## src/rtl/galois_lfsr_pipe_pkg.sv

```systemverilog
// Shared constants for the Galois LFSR pipeline.
// Holds the default WIDTH/TAPS/SEED values, a table of maximal-length Galois
// tap masks for widths 2..32, and a helper that sizes the step counter.
// No ports.
package galois_lfsr_pipe_pkg;

   localparam int          DEF_WIDTH = 5;
   localparam logic [31:0] DEF_TAPS  = 32'h0000_0014;
   localparam logic [31:0] DEF_SEED  = 32'h0000_0001;
   localparam int          DEF_DEPTH = 3;
   localparam int          DEF_STEPS = 1;
   localparam int          DEF_CNT_W = 16;

   // Right-shifting Galois masks; bit WIDTH-1 is always set so the zero
   // state can never be entered from a non-zero seed.
   function automatic logic [31:0] max_len_taps(input int width);
      case (width)
         2:       return 32'h0000_0003;
         3:       return 32'h0000_0006;
         4:       return 32'h0000_000C;
         5:       return 32'h0000_0014;
         6:       return 32'h0000_0030;
         7:       return 32'h0000_0060;
         8:       return 32'h0000_00B8;
         9:       return 32'h0000_0110;
         10:      return 32'h0000_0240;
         11:      return 32'h0000_0500;
         12:      return 32'h0000_0829;
         13:      return 32'h0000_100D;
         14:      return 32'h0000_2015;
         15:      return 32'h0000_6000;
         16:      return 32'h0000_D008;
         17:      return 32'h0001_2000;
         18:      return 32'h0002_0400;
         19:      return 32'h0004_0023;
         20:      return 32'h0009_0000;
         21:      return 32'h0014_0000;
         22:      return 32'h0030_0000;
         23:      return 32'h0042_0000;
         24:      return 32'h00E1_0000;
         25:      return 32'h0120_0000;
         26:      return 32'h0200_0023;
         27:      return 32'h0400_0013;
         28:      return 32'h0900_0000;
         29:      return 32'h1400_0000;
         30:      return 32'h2000_0029;
         31:      return 32'h4800_0000;
         32:      return 32'h8020_0003;
         default: return 32'h0000_0000;
      endcase
   endfunction

   // A maximal-length sequence has period 2^width-1, which fits in width bits.
   function automatic int cnt_w_for(input int width);
      return (width < 2) ? 2 : width;
   endfunction

endpackage

```

## src/rtl/galois_lfsr_pipe_if.sv

```systemverilog
// Control/status bundle of the Galois LFSR pipeline.
//   en        advance request
//   ld_valid  seed load request, ld_seed the seed
//   state     oldest history stage, state_new newest stage
//   wrap      pulse on return to the active seed, period its last length
//   lockup    pulse when a zero seed was replaced by the default seed
// master drives requests, slave (the LFSR) drives status.
import galois_lfsr_pipe_pkg::*;

interface galois_lfsr_pipe_if #(
   parameter int WIDTH = DEF_WIDTH,
   parameter int CNT_W = DEF_CNT_W
);
   logic             en;
   logic             ld_valid;
   logic [WIDTH-1:0] ld_seed;
   logic [WIDTH-1:0] state;
   logic [WIDTH-1:0] state_new;
   logic             wrap;
   logic [CNT_W-1:0] period;
   logic             lockup;

   modport master (
      output en, ld_valid, ld_seed,
      input  state, state_new, wrap, period, lockup
   );

   modport slave (
      input  en, ld_valid, ld_seed,
      output state, state_new, wrap, period, lockup
   );
endinterface

```

## src/rtl/galois_lfsr_next.sv

```systemverilog
// Combinational next-state function of the Galois LFSR.
// Applies the single step f(s) = (s >> 1) ^ (s[0] ? TAPS : 0) STEPS times.
//   cur  current newest stage
//   nxt  value after STEPS steps
import galois_lfsr_pipe_pkg::*;

module galois_lfsr_next #(
   parameter int               WIDTH = DEF_WIDTH,
   parameter logic [WIDTH-1:0] TAPS  = DEF_TAPS[WIDTH-1:0],
   parameter int               STEPS = DEF_STEPS
) (
   input  logic [WIDTH-1:0] cur,
   output logic [WIDTH-1:0] nxt
);

   logic [WIDTH-1:0] s;

   always_comb begin
      s = cur;
      for (int i = 0; i < STEPS; i++) begin
         s = (s >> 1) ^ (s[0] ? TAPS : '0);
      end
      nxt = s;
   end

endmodule

```

## src/rtl/galois_lfsr_pipe.sv

```systemverilog
// Parametrised Galois LFSR with a DEPTH-stage history pipeline, runtime seed
// load with zero-seed rejection, and period measurement.
//   clk   clock, all state on posedge
//   rst   asynchronous active-low reset
//   bus   galois_lfsr_pipe_if.slave (en, ld_valid, ld_seed in;
//         state, state_new, wrap, period, lockup out)
// state/state_new are direct stage taps; every other output is registered.
import galois_lfsr_pipe_pkg::*;

module galois_lfsr_pipe #(
   parameter int               WIDTH = DEF_WIDTH,
   parameter logic [WIDTH-1:0] TAPS  = DEF_TAPS[WIDTH-1:0],
   parameter int               DEPTH = DEF_DEPTH,
   parameter int               STEPS = DEF_STEPS,
   parameter logic [WIDTH-1:0] SEED  = DEF_SEED[WIDTH-1:0],
   parameter int               CNT_W = DEF_CNT_W
) (
   input  logic               clk,
   input  logic               rst,
   galois_lfsr_pipe_if.slave  bus
);

   generate
      if (WIDTH < 2) begin : g_bad_width
         $error("galois_lfsr_pipe: WIDTH must be >= 2");
      end
      if (TAPS[WIDTH-1] != 1'b1) begin : g_bad_taps
         $error("galois_lfsr_pipe: TAPS[WIDTH-1] must be 1");
      end
      if (DEPTH < 1) begin : g_bad_depth
         $error("galois_lfsr_pipe: DEPTH must be >= 1");
      end
      if (STEPS < 1 || STEPS > WIDTH) begin : g_bad_steps
         $error("galois_lfsr_pipe: STEPS must be in 1..WIDTH");
      end
      if (SEED == '0) begin : g_bad_seed
         $error("galois_lfsr_pipe: SEED must be non-zero");
      end
   endgenerate

   logic [WIDTH-1:0] stage [DEPTH];
   logic [WIDTH-1:0] seed_reg;
   logic [WIDTH-1:0] next;
   logic [WIDTH-1:0] load_val;
   logic             load_zero;
   logic [CNT_W-1:0] step_cnt;
   logic [CNT_W-1:0] period_r;
   logic             wrap_r;
   logic             lockup_r;

   galois_lfsr_next #(
      .WIDTH (WIDTH),
      .TAPS  (TAPS),
      .STEPS (STEPS)
   ) u_next (
      .cur (stage[DEPTH-1]),
      .nxt (next)
   );

   // A zero seed would lock the register at zero forever; substitute SEED.
   assign load_zero = (bus.ld_seed == '0);
   assign load_val  = load_zero ? SEED : bus.ld_seed;

   always_ff @(posedge clk or negedge rst) begin
      if (!rst) begin
         for (int i = 0; i < DEPTH; i++) begin
            stage[i] <= SEED;
         end
         seed_reg <= SEED;
         step_cnt <= '0;
         period_r <= '0;
         wrap_r   <= 1'b0;
         lockup_r <= 1'b0;
      end else if (bus.ld_valid) begin
         for (int i = 0; i < DEPTH; i++) begin
            stage[i] <= load_val;
         end
         seed_reg <= load_val;
         step_cnt <= '0;
         wrap_r   <= 1'b0;
         lockup_r <= load_zero;
      end else if (bus.en) begin
         for (int i = 0; i < DEPTH - 1; i++) begin
            stage[i] <= stage[i+1];
         end
         stage[DEPTH-1] <= next;
         lockup_r       <= 1'b0;
         if (next == seed_reg) begin
            wrap_r   <= 1'b1;
            period_r <= step_cnt + CNT_W'(1);
            step_cnt <= '0;
         end else begin
            wrap_r   <= 1'b0;
            step_cnt <= step_cnt + CNT_W'(1);
         end
      end else begin
         wrap_r   <= 1'b0;
         lockup_r <= 1'b0;
      end
   end

   assign bus.state     = stage[0];
   assign bus.state_new = stage[DEPTH-1];
   assign bus.wrap      = wrap_r;
   assign bus.period    = period_r;
   assign bus.lockup    = lockup_r;

endmodule

```

## src/flat_wrapper.sv

```systemverilog
// flat-port wrapper written by rule: the top's interface ports become plain ports
module galois_lfsr_pipe_flat 
#(
   parameter int               WIDTH = DEF_WIDTH,
   parameter logic [WIDTH-1:0] TAPS  = DEF_TAPS[WIDTH-1:0],
   parameter int               DEPTH = DEF_DEPTH,
   parameter int               STEPS = DEF_STEPS,
   parameter logic [WIDTH-1:0] SEED  = DEF_SEED[WIDTH-1:0],
   parameter int               CNT_W = DEF_CNT_W
)
  (clk, rst, bus_en, bus_ld_valid, bus_ld_seed, bus_state, bus_state_new, bus_wrap, bus_period, bus_lockup);
  galois_lfsr_pipe_if #(.WIDTH(WIDTH), .CNT_W(CNT_W)) bus_i ();
  input  logic clk;
  input  logic rst;
  input wire logic [$bits(bus_i.en)-1:0] bus_en;
  input wire logic [$bits(bus_i.ld_valid)-1:0] bus_ld_valid;
  input wire logic [$bits(bus_i.ld_seed)-1:0] bus_ld_seed;
  output wire logic [$bits(bus_i.state)-1:0] bus_state;
  output wire logic [$bits(bus_i.state_new)-1:0] bus_state_new;
  output wire logic [$bits(bus_i.wrap)-1:0] bus_wrap;
  output wire logic [$bits(bus_i.period)-1:0] bus_period;
  output wire logic [$bits(bus_i.lockup)-1:0] bus_lockup;
  assign bus_i.en = bus_en;
  assign bus_i.ld_valid = bus_ld_valid;
  assign bus_i.ld_seed = bus_ld_seed;
  assign bus_state = bus_i.state;
  assign bus_state_new = bus_i.state_new;
  assign bus_wrap = bus_i.wrap;
  assign bus_period = bus_i.period;
  assign bus_lockup = bus_i.lockup;
  galois_lfsr_pipe #(.WIDTH(WIDTH), .TAPS(TAPS), .DEPTH(DEPTH), .STEPS(STEPS), .SEED(SEED), .CNT_W(CNT_W)) u_core (.clk(clk), .rst(rst), .bus(bus_i));
endmodule
```

## config.mk

```make
export PLATFORM = sky130hd
export DESIGN_NAME = galois_lfsr_pipe_flat
export DESIGN_NICKNAME = d
export VERILOG_FILES = /design/src/rtl/galois_lfsr_pipe_pkg.sv /design/src/rtl/galois_lfsr_pipe_if.sv /design/src/rtl/galois_lfsr_next.sv /design/src/rtl/galois_lfsr_pipe.sv /design/src/flat_wrapper.sv
export SDC_FILE = /design/constraint.sdc
export NUM_CORES = 1
export LEC_CHECK = 0
export ABC_AREA = 1
export CORE_ASPECT_RATIO = 1.5
export CORE_MARGIN = 5
export CORE_UTILIZATION = 30
export CTS_BUF_LIST = sky130_fd_sc_hd__clkbuf_8 sky130_fd_sc_hd__clkbuf_16
export DETAILED_ROUTE_END_ITERATION = 12
export SLEW_MARGIN = 20
export SYNTH_ARGS = -nofsm -noshare
export SYNTH_HDL_FRONTEND = slang
export SYNTH_SLANG_ARGS = --single-unit
```

## constraint.sdc

```tcl
create_clock -name clk -period 1.8 [get_ports clk]
set_input_delay 0.36 -clock clk [delete_from_list [all_inputs] [get_ports clk]]
set_output_delay 0.36 -clock clk [all_outputs]
set_load 0.005 [all_outputs]
```

Word level (Yosys, flattened, before mapping)
Index checks and enable logic that the tools add are counted.

Register bits: 54. Latch bits: 0. RAM bits: 0. Memory bits (read-only): 0. Input port bits: 9. Output and inout port bits: 28. Word-level logic and storage cells: 26. Memories: 0.

Add/sub/neg operators: 1. Multipliers: 0. Div/mod/pow operators: 0. $lt $le $gt $ge: 0. Eq/ne operators: 1. Shift-type cells: 0. Multiplexer cells: 11. Bitwise logic cells: 2. Reductions and logical operators: 3.

Operator list (number): $mux W16 (3); $mux W15 (2); $add A16 B1 Y16 const B (1); $mux W5 (2); $eq A5 B5 Y1 (1); $logic_not A5 Y1 (1); $xor A4 B5 Y5 (1); $mux W1 (4); $reduce_and A3 Y1 (1); $reduce_bool A2 Y1 (1); $not A1 Y1 (1).

Logic depth before layout (Yosys ltp)
Gate-level depths: netlist of the first run.

Depth after elaboration: 6. Gate-level depth with buffers: 10. Depth with buffers taken out: 9.

Hierarchy
Synthesis of the first run repeated with hierarchy kept, for this count alone.

Cell total of the unflattened synthesis: 344. Area, all modules: 2758.9 µm².

Modules (own cells, without submodules): galois_lfsr_pipe (times used 1, cells an instance 335, area each 2710.1 µm², sequential area each 1356.3 µm²); galois_lfsr_next (times used 1, cells an instance 9, area each 48.8 µm², sequential area each 0.0 µm²).

Worst setup path before layout of the first run
No wires, ideal clock.

Kind: register -> register. Start: reg u_core.stage (netlist bit u_core.bus.state_new[0]). End: reg u_core.step_cnt[6]. Library setup time: 0.117 ns. Arrival: 1.322 ns. Data required time: 1.683 ns. Slack: 0.361 ns. Cell stages (with the launch flop): 11. Path buffers: 1. Clock period less this slack: 1.439 ns. Cells stage by stage: dfstp_2 > inv_2 > nand2_1 > nand2_2 > nor2_8 > nand3_4 > nand2_2 > inv_2 > buf_6 > nand2_1 > nand2_1.

Longest elaborated chain between the ends: 6.

RTL lines: from (decl) (RTL line galois_lfsr_pipe.sv:41) `logic [WIDTH-1:0] stage [DEPTH];`; from (signal, indexed assignment) (RTL line galois_lfsr_pipe.sv:76) `stage[i] <= load_val;`; from (signal, indexed assignment) (RTL line galois_lfsr_pipe.sv:84) `stage[i] <= stage[i+1];`; from (signal, indexed assignment) (RTL line galois_lfsr_pipe.sv:86) `stage[DEPTH-1] <= next;`; $mux W5 (RTL line galois_lfsr_next.sv:21) `s = (s >> 1) ^ (s[0] ? TAPS : '0);`; $xor A4 B5 Y5 (RTL line galois_lfsr_next.sv:21); $eq A5 B5 Y1 (RTL line galois_lfsr_pipe.sv:88) `if (next == seed_reg) begin`; $mux W16 (RTL line galois_lfsr_pipe.sv:88); $mux W16 (RTL line galois_lfsr_pipe.sv:82) `end else if (bus.en) begin`; $mux W16 (RTL line galois_lfsr_pipe.sv:74) `end else if (bus.ld_valid) begin`; to (signal assigned) (RTL line galois_lfsr_pipe.sv:94) `step_cnt <= step_cnt + CNT_W'(1);`; to (decl) (RTL line galois_lfsr_pipe.sv:46) `logic [CNT_W-1:0] step_cnt;`.

Every way passes these cells. The select of a mux whose other input is x is not followed. A chain may end at the register's enable or synchronous reset.

Worst setup path in the final report of the first run
Start: reg u_core.stage (netlist bit u_core.bus.state[0]). End: out bus_state[0].

RTL lines: to (decl) (RTL line flat_wrapper.sv:18) `output wire logic [$bits(bus_i.state)-1:0] bus_state;`.

No word-level cell between the ends.

==> results.toml, run 1 <==
[run_status]
run_status = "finished clean"

[setup_path]
worstReg2RegEnd = "u_core.step_cnt[9]"
crit_path_start = "u_core.bus.state[0]"
start_kind = "register"
cp_cell_sequence = "clkdlybuf4s50_1"
cp-end-kind = "output pin"
critPathArrivalTime_ps = 1330
r2r_start = "u_core.bus.state_new[0]"
critPathRequiredTime_ps = 1440
slowest_stage = "dfstp_2"
rrSetupSlack_ps = 260
worstSetupPathType = "register to output pin"
crit_cells = 1
path_delay_family = "flip-flops"
crit_buf_inv = 1
max_stage_delay_ps = 530
rr_worst_depth = 9
path_max_fanout = 2

[synth]
ys_types = 31
yosys_warnings = 0
avgSynthCellArea_sq_um = 8.33
syn-num-nets = 334
synth_top_cell_by_area = "dfrtp_1"
yosysTopAreaCellShare_pct = 46.4
synth_cells = 324
synth_seq_cells = 54
synthTopCellsByArea = "dfrtp_1 (46%), nand2_1 (20%), dfstp_2 (3.9%)"
syn_area_sq_um = 2700
yosysSeqAreaShare_pct = 50.3

[timing]
period_needed_ps = 1690
rsz0062_at_grt = "no"
fin_ws_ps = 113
hold_ws_ps = 24.2
final-setup-viol-count = 0
min_period_over_period_pct = 93.7
finalHoldViolations = 0
skew_ps = 5.37
clock.fmax_mhz = 593
drv_slew = 0
timing.setup.tns_ps = 0
tightest_slew_ps = 478
relSlewSlack_pct = 68.1

[route]
drc = 0
met2WireLength_mm = 3.20
final_antenna_net_count = 0
wl_met1_mm = 2.45
vias_per_cell = 4.45
first_pass_iters = 4
dr_total_vias = 2095
wl_per_cell_microns = 12.7
drt_iter0_drc = 120
drt_wl_total_mm = 5.96
dr_wl_met3_microns = 234
top_layer_used = "met4"

[run]
maxCapViolCount = 0

[layout]
synthToLayoutAreaGrowth_pct = 22.1
drive_above_1_share_pct = 10.5
instances_no_fill = 471
final_util_pct = 37.3
final_area_sq_um = 3290
diodes = 0
fin_nets = 370

[pwr]
p_per_area_nw_per_um2 = 810
p_leak_nw = 1.64
switchingPower_mw = 0.692
combPwrFrac_pct = 14.7
p_int_mw = 1.98
ir_drop_mv = 0.389
finalPower_mw = 2.67
p_seq_share_pct = 50.0
clock_power_share_pct = 35.3
switching_share_pct = 25.9

[global_route]
grt_pass1_vias = 2179
grt_overflow = 0
grt_max_degree = 27
grt_pass1_wl_mm = 10.4
antenna_found_initial = 0
globalRouteTotalUtil_pct = 11.8

[floorplanning]
placementRows = 42
die_y_microns = 126
core_sq_um = 8830
io_pins = 37
dieArea_sq_um = 11000
initial_core_util_pct = 30.6
die-width_microns = 87.4

[clock_tree]
clk_path_buf_depth = 2
cts_htree_levels = 2
numCtsBuffers = 5
post_cts_buffers = 0
hold_buffers = 0
clock-sinks = 54
tritoncts = "done"
clk_pin_slew_worst_paths_ps = 70
cts_root_buffer = "clkbuf_16"
clock_latency_ps = 290

[place]
gp_congestion = 0.856
io_buffer_count = 36
place_inst = 463
dp_slack_ps = 115
dpl_cell_area_sq_um = 3150
dpl.hpwl_mm = 4.42

[hold_path]
holdCritPathClass = "input pin to asynchronous set/reset pin"
==> cell usage after synthesis <==
library cell,count
inv_2,4
buf_6,1
nand3_2,1
o22ai_1,1
buf_8,1
nor2_8,3
clkinv_1,1
nand2_1,145
nand2_2,3
xor2_1,7
buf_2,1
nand4_4,1
nand3_1,10
o21ai_0,9
o211ai_1,11
xnor2_1,1
a21oi_1,2
dfrtp_1,50
nand3b_1,1
clkbuf_1,3
buf_4,10
nor2_1,17
ha_1,1
nand4_1,3
nand3_4,1
xnor2_2,2
dfstp_2,4
inv_1,26
o221ai_1,1
nor3_1,1
nand2_4,2
==> cell families (layout without fill, tap and decap cells) <==
kind of cell | after synthesis | in the layout | synth area share (%)
xor+xnor | 10 | 10 | 3.80
simple gates | 188 | 188 | 31.1
compound gates | 24 | 24 | 5.66
flops | 54 | 54 | 50.3
buf+inv | 47 | 84 | 8.67
fa+ha+maj | 1 | 1 | 0.464
==> final cells by class <==
| cell class | count | area, sq um |
|---|---|---|
| Multi-Input combinational cell | 223 | 1110 |
| Fill cell | 933 | 5530 |
| Inverter | 31 | 116 |
| Timing Repair Buffer | 45 | 434 |
| Clock inverter | 3 | 17.5 |
| Clock buffer | 5 | 125 |
| Tap cell | 110 | 138 |
| Sequential cell | 54 | 1360 |
==> cell usage in the layout, fill, tap and decap left out, types with 2 or more instances in the layout <==
| cell | count |
|---|---|
| nand2_1 | 145 |
| dfrtp_1 | 50 |
| clkdlybuf4s50_1 | 34 |
| inv_1 | 27 |
| nor2_1 | 17 |
| o211ai_1 | 11 |
| nand3_1 | 10 |
| o21ai_0 | 9 |
| buf_4 | 8 |
| xor2_1 | 7 |
| clkbuf_16 | 5 |
| inv_2 | 4 |
| dfstp_2 | 4 |
| nor2_8 | 3 |
| nand2_2 | 3 |
| nand4_1 | 3 |
| nand2_4 | 2 |
| a21oi_1 | 2 |
| xnor2_2 | 2 |
==> metal layers <==
metal / up-vias / track usage, %
met5: - / 0
met4: 0 / 3.34
met3: 6 / 2.42
met2: 41 / 20.9
met1: 983 / 14.0
li1: 1065 / -
==> how the worst max path moves through the flow <==
stage / endpoint / slack (ps)
2_1_floorplan: u_core.step_cnt[6] / 360
3_3_place_gp: u_core.bus.period[6] / 140
3_5_place_dp: u_core.bus.period[6] / 120
4_1_cts: bus_state[0] / 90
5_1_grt: bus_state[0] / 80
6_report: bus_state[0] / 110
==> what timing repair did <==
action	4_1_cts	5_1_grt
endpoints found under the hold margin	0	0
endpoints found under the setup margin	1	0
gates resized for setup	1	0
==> power groups by stage <==
stage	Clock, mW	Sequential (mW)	Combinational [mW]
after detailed placement	0	1.36	0.405
after CTS	0.974	1.34	0.405
after floorplan	0	1.35	0.240
final	0.942	1.33	0.392
after global routing	1.01	1.35	0.437
after global placement	0	1.36	0.402
(Power assumes the default switching activity.)
==> run 2, diff against run 1 <==
Settings changed: CORE_UTILIZATION 30 to 35, SLEW_MARGIN 20 to unset.
==> run 2 against run 1 <==
Net effect: fmax increased by 0.88%; register-to-register slack lost 60 ps; combinational power about the same; global-route usage rose by 1.6 points; utilization up 6.4 points; cell area is 0.38% higher; clock-buffer cell count did not move; clock power rose by 15%; wire length down 1.0%; via count up 2.8%; first-iteration DRC count fell by 28%; sequential share of layout area fell by 0.16 points; largest cell class unchanged.
==> results.toml, run 2 (synthesized netlist as in run 1, its figures left out) <==
[run_status]
run_status = "finished clean"

[setup_path]
setup.worst_path.end = "bus_state[0]"
critPathArrivalTime_ps = 1310
rrSetupSlack_ps = 200
rr_worst_depth = 8
cp_cell_sequence = "clkdlybuf4s50_1"
path_max_fanout = 2
path_delay_family = "flip-flops"
crit_path_start = "u_core.bus.state[0]"
r2r_start = "u_core.step_cnt[0]"
slowest_stage = "dfstp_2"
crit_cells = 1
max_stage_delay_ps = 530
worstReg2RegEnd = "u_core.bus.period[14]"
start_kind = "register"
worstSetupPathType = "register to output pin"
cp-end-kind = "output pin"
crit_buf_inv = 1
critPathRequiredTime_ps = 1440

[global_route]
grt_pass1_wl_mm = 10.1
globalRouteTotalUtil_pct = 13.4
grt_pass1_vias = 2151
grt_max_degree = 55
grt_overflow = 0
antenna_found_initial = 0

[timing]
relSlewSlack_pct = 76.3
final-setup-viol-count = 0
hold_ws_ps = 53.0
period_needed_ps = 1670
rsz0062_at_grt = "no"
tightest_slew_ps = 354
min_period_over_period_pct = 92.9
timing.setup.tns_ps = 0
finalHoldViolations = 0
drv_slew = 0
skew_ps = 6.93
clock.fmax_mhz = 598

[clock_tree]
clk_pin_slew_worst_paths_ps = 70
cts_htree_levels = 2
hold_buffers = 0
post_cts_buffers = 0
clk_path_buf_depth = 2
cts_root_buffer = "clkbuf_16"
clock-sinks = 54
numCtsBuffers = 5
tritoncts = "done"
clock_latency_ps = 290
ctsResizeCount = 1

[floorplanning]
die_y_microns = 118
core_sq_um = 7560
placementRows = 39
dieArea_sq_um = 9600
die-width_microns = 81.7
io_pins = 37
initial_core_util_pct = 35.7

[hold_path]
holdCritPathClass = "input pin to asynchronous set/reset pin"

[pwr]
p_per_area_nw_per_um2 = 850
switchingPower_mw = 0.692
ir_drop_mv = 0.387
finalPower_mw = 2.81
clock_power_share_pct = 38.5
p_int_mw = 2.12
switching_share_pct = 24.6
p_seq_share_pct = 47.6
p_leak_nw = 1.64
combPwrFrac_pct = 14.0

[layout]
drive_above_1_share_pct = 10.8
synthToLayoutAreaGrowth_pct = 22.6
final_cell_mix = "nand2_1 (145), dfrtp_1 (50), clkdlybuf4s50_1 (34), inv_1 (26), nor2_1 (17)"
fin_nets = 370
final_area_sq_um = 3310
diodes = 0
fillers = 784
mostFrequentLayoutCell = "nand2_1"

[route]
vias_per_cell = 4.65
drt_wl_total_mm = 5.90
wl_per_cell_microns = 12.7
drt_iter0_drc = 87
drc = 0
first_pass_iters = 4
dr_total_vias = 2154
final_antenna_net_count = 0

[place]
gp_congestion = 0.813
io_buffer_count = 36
dpl.hpwl_mm = 4.32
dpl_cell_area_sq_um = 3140

[run]
maxCapViolCount = 0
## run 2: power groups by stage
stage | combinational (mW) | sequential, mW | clock [mW]
after global placement | 0.397 | 1.36 | 0
after detailed placement | 0.404 | 1.36 | 0
final | 0.392 | 1.34 | 1.08
after floorplan | 0.240 | 1.35 | 0
after global routing | 0.434 | 1.35 | 1.16
after CTS | 0.404 | 1.34 | 1.11
## run 2: layer usage
layer	GRT usage (%)	vias up	share of wire (%)
met5	0	-	0
li1	-	1068	-
met1	15.9	1031	42
met2	23.4	49	53
met3	2.37	6	3.7
met4	4.99	0	1.4
## run 2: worst min path at each step
stage	startpoint	endpoint	slack, ps
after floorplan	rst	u_core.bus.lockup	60
after global placement	rst	u_core.bus.period[10]	380
after detailed placement	rst	u_core.bus.period[13]	380
after CTS	rst	u_core.bus.period[13]	70
after global routing	rst	u_core.bus.period[13]	90
final	rst	u_core.bus.period[13]	50
## run 2: stage by stage
step	cells	worst slack (ps)	utilization, %
finish	463	127	43.7
global route	463	85.8	43.7
CTS	463	106	43.7
detailed placement	455	39.0	41.6
global placement	455	142	41.6
floorplan	324	361	-
## run 2: area by class of cell
class	count	area [sq um]	share of cell area, %
clock inverters	3	40.0	1.21
clock buffers	5	125	3.78
multi-input cells	223	1110	33.5
repair buffers	45	434	13.1
well taps	102	128	3.86
inverters	31	116	3.52
flip-flops and latches	54	1360	41.0
==> run 3, diff against run 2 <==
Settings changed: ABC_CLOCK_PERIOD_IN_PS set to 1800, PLACE_DENSITY set to 0.52.
==> run 3 against run 2 <==
Net effect: critical path depth did not move; die area stayed put; utilization grew 0.083 points; register-to-register slack hardly changed; fmax fell by 4.8%; first-iteration DRC count increased by 72%; critical path type unchanged; flip-flop and latch count unchanged.
==> results.toml, run 3 (synthesized netlist as in run 1, its figures left out) <==
[run_status]
run_status = "finished clean"

[layout]
instances_no_fill = 464
diodes = 0
drive_above_1_share_pct = 10.5
multi_input_area_sq_um = 1110
fin_nets = 371
synthToLayoutAreaGrowth_pct = 22.8
final_cell_mix = "nand2_1 (145), dfrtp_1 (50), clkdlybuf4s50_1 (35), inv_1 (28), nor2_1 (17)"
mostFrequentLayoutCell = "nand2_1"
fillers = 790
register_area_sq_um = 1360

[route]
drt_wl_total_mm = 5.93
dr_wl_met3_microns = 312
met2WireLength_mm = 3.00
drt_iter0_drc = 150
drc = 0
wl_per_cell_microns = 12.8
first_pass_iters = 4
vias_per_cell = 4.57
final_antenna_net_count = 0
wl_met1_mm = 2.41
dr_total_vias = 2120
top_layer_used = "met4"

[setup_path]
critPathRequiredTime_ps = 1440
slowest_stage = "dfstp_2"
cp-end-kind = "output pin"
critPathArrivalTime_ps = 1400
path_max_fanout = 5
path_delay_family = "flip-flops"
cp_cell_sequence = "clkdlybuf4s50_1"
rrSetupSlack_ps = 210
max_stage_delay_ps = 590
worstSetupPathType = "register to output pin"
crit_buf_inv = 1
start_kind = "register"

[global_route]
grt_overflow = 0
grt_pass1_wl_mm = 10.2
globalRouteTotalUtil_pct = 13.8
grt_pass1_vias = 2107
grt_max_degree = 55
antenna_found_initial = 0

[floorplanning]
io_pins = 37
placementRows = 39
initial_core_util_pct = 35.7
die-width_microns = 81.7
die_y_microns = 118
core_sq_um = 7560
dieArea_sq_um = 9600

[timing]
relSlewSlack_pct = 76.7
finalHoldViolations = 0
skew_ps = 7.68
fin_ws_ps = 42.7
tightest_slew_ps = 348
period_needed_ps = 1760
final-setup-viol-count = 0
drv_slew = 0
clock.fmax_mhz = 569
min_period_over_period_pct = 97.6

[clock_tree]
cts_htree_levels = 2
clk_path_buf_depth = 2
tritoncts = "done"
clock_latency_ps = 290
cts_root_buffer = "clkbuf_16"
clk_pin_slew_worst_paths_ps = 70
clock-sinks = 54
numCtsBuffers = 5
hold_buffers = 0

[place]
io_buffer_count = 36
place_inst = 454
dpl.hpwl_mm = 4.30
gp_congestion = 0.785
dp_slack_ps = 66.9

[pwr]
p_leak_nw = 1.65
finalPower_mw = 2.80
ir_drop_mv = 0.439
p_per_area_nw_per_um2 = 846

[hold_path]
holdCritPathClass = "input pin to asynchronous set/reset pin"

[run]
maxCapViolCount = 0
==> run 3: final timing paths <==
path / endpoint / start / cells after the start
max: bus_state_new[0] / u_core.bus.state_new[0] / 1
min reg2reg: u_core.bus.period[9] / u_core.bus.period[9] / 2
max reg2reg: u_core.step_cnt[10] / u_core.bus.state_new[0] / 9
max in group asynchronous: u_core.stage[5] / rst / 2
min in group clk: u_core.bus.period[9] / u_core.bus.period[9] / 2
min: u_core.bus.state[3] / rst / 2
==> run 3: metal layers <==
metal,vias up,global-route usage [%]
li1,1080,-
met1,970,15.9
met2,57,23.1
met3,13,3.29
met4,0,7.38
met5,-,0
==> run 3: what timing repair did <==
action | in CTS | in global routing
setup endpoints to repair | 0 | 1
setup buffers | 0 | 2
gates resized for setup | 0 | 0
endpoints found under the hold margin | 0 | 0
==> run 3: per-stage QoR <==
stage	hold WS (ps)	TNS (ps)	util [%]	cell area [sq um]
after detailed placement	385	0	41.5	3140
after global routing	73.8	-12.7	43.8	3310
after CTS	66.1	0	43.6	3300
after floorplan	64.4	0	-	2700
after global placement	383	0	41.5	3140
final	53.1	0	43.8	3310
==> run 3: final cells by class <==
type | count | share of cell area, %
Tap cell | 102 | 3.85
Clock inverter | 3 | 1.13
Clock buffer | 5 | 3.78
Timing Repair Buffer | 46 | 13.4
Sequential cell | 54 | 40.9
Multi-Input combinational cell | 223 | 33.4
Inverter | 31 | 3.51
==> run 3: power by group <==
group | switching (mW) | total, mW | internal (mW)
clock network | 0.424 | 1.07 | 0.647
logic | 0.216 | 0.398 | 0.182
registers | 0.0438 | 1.33 | 1.29
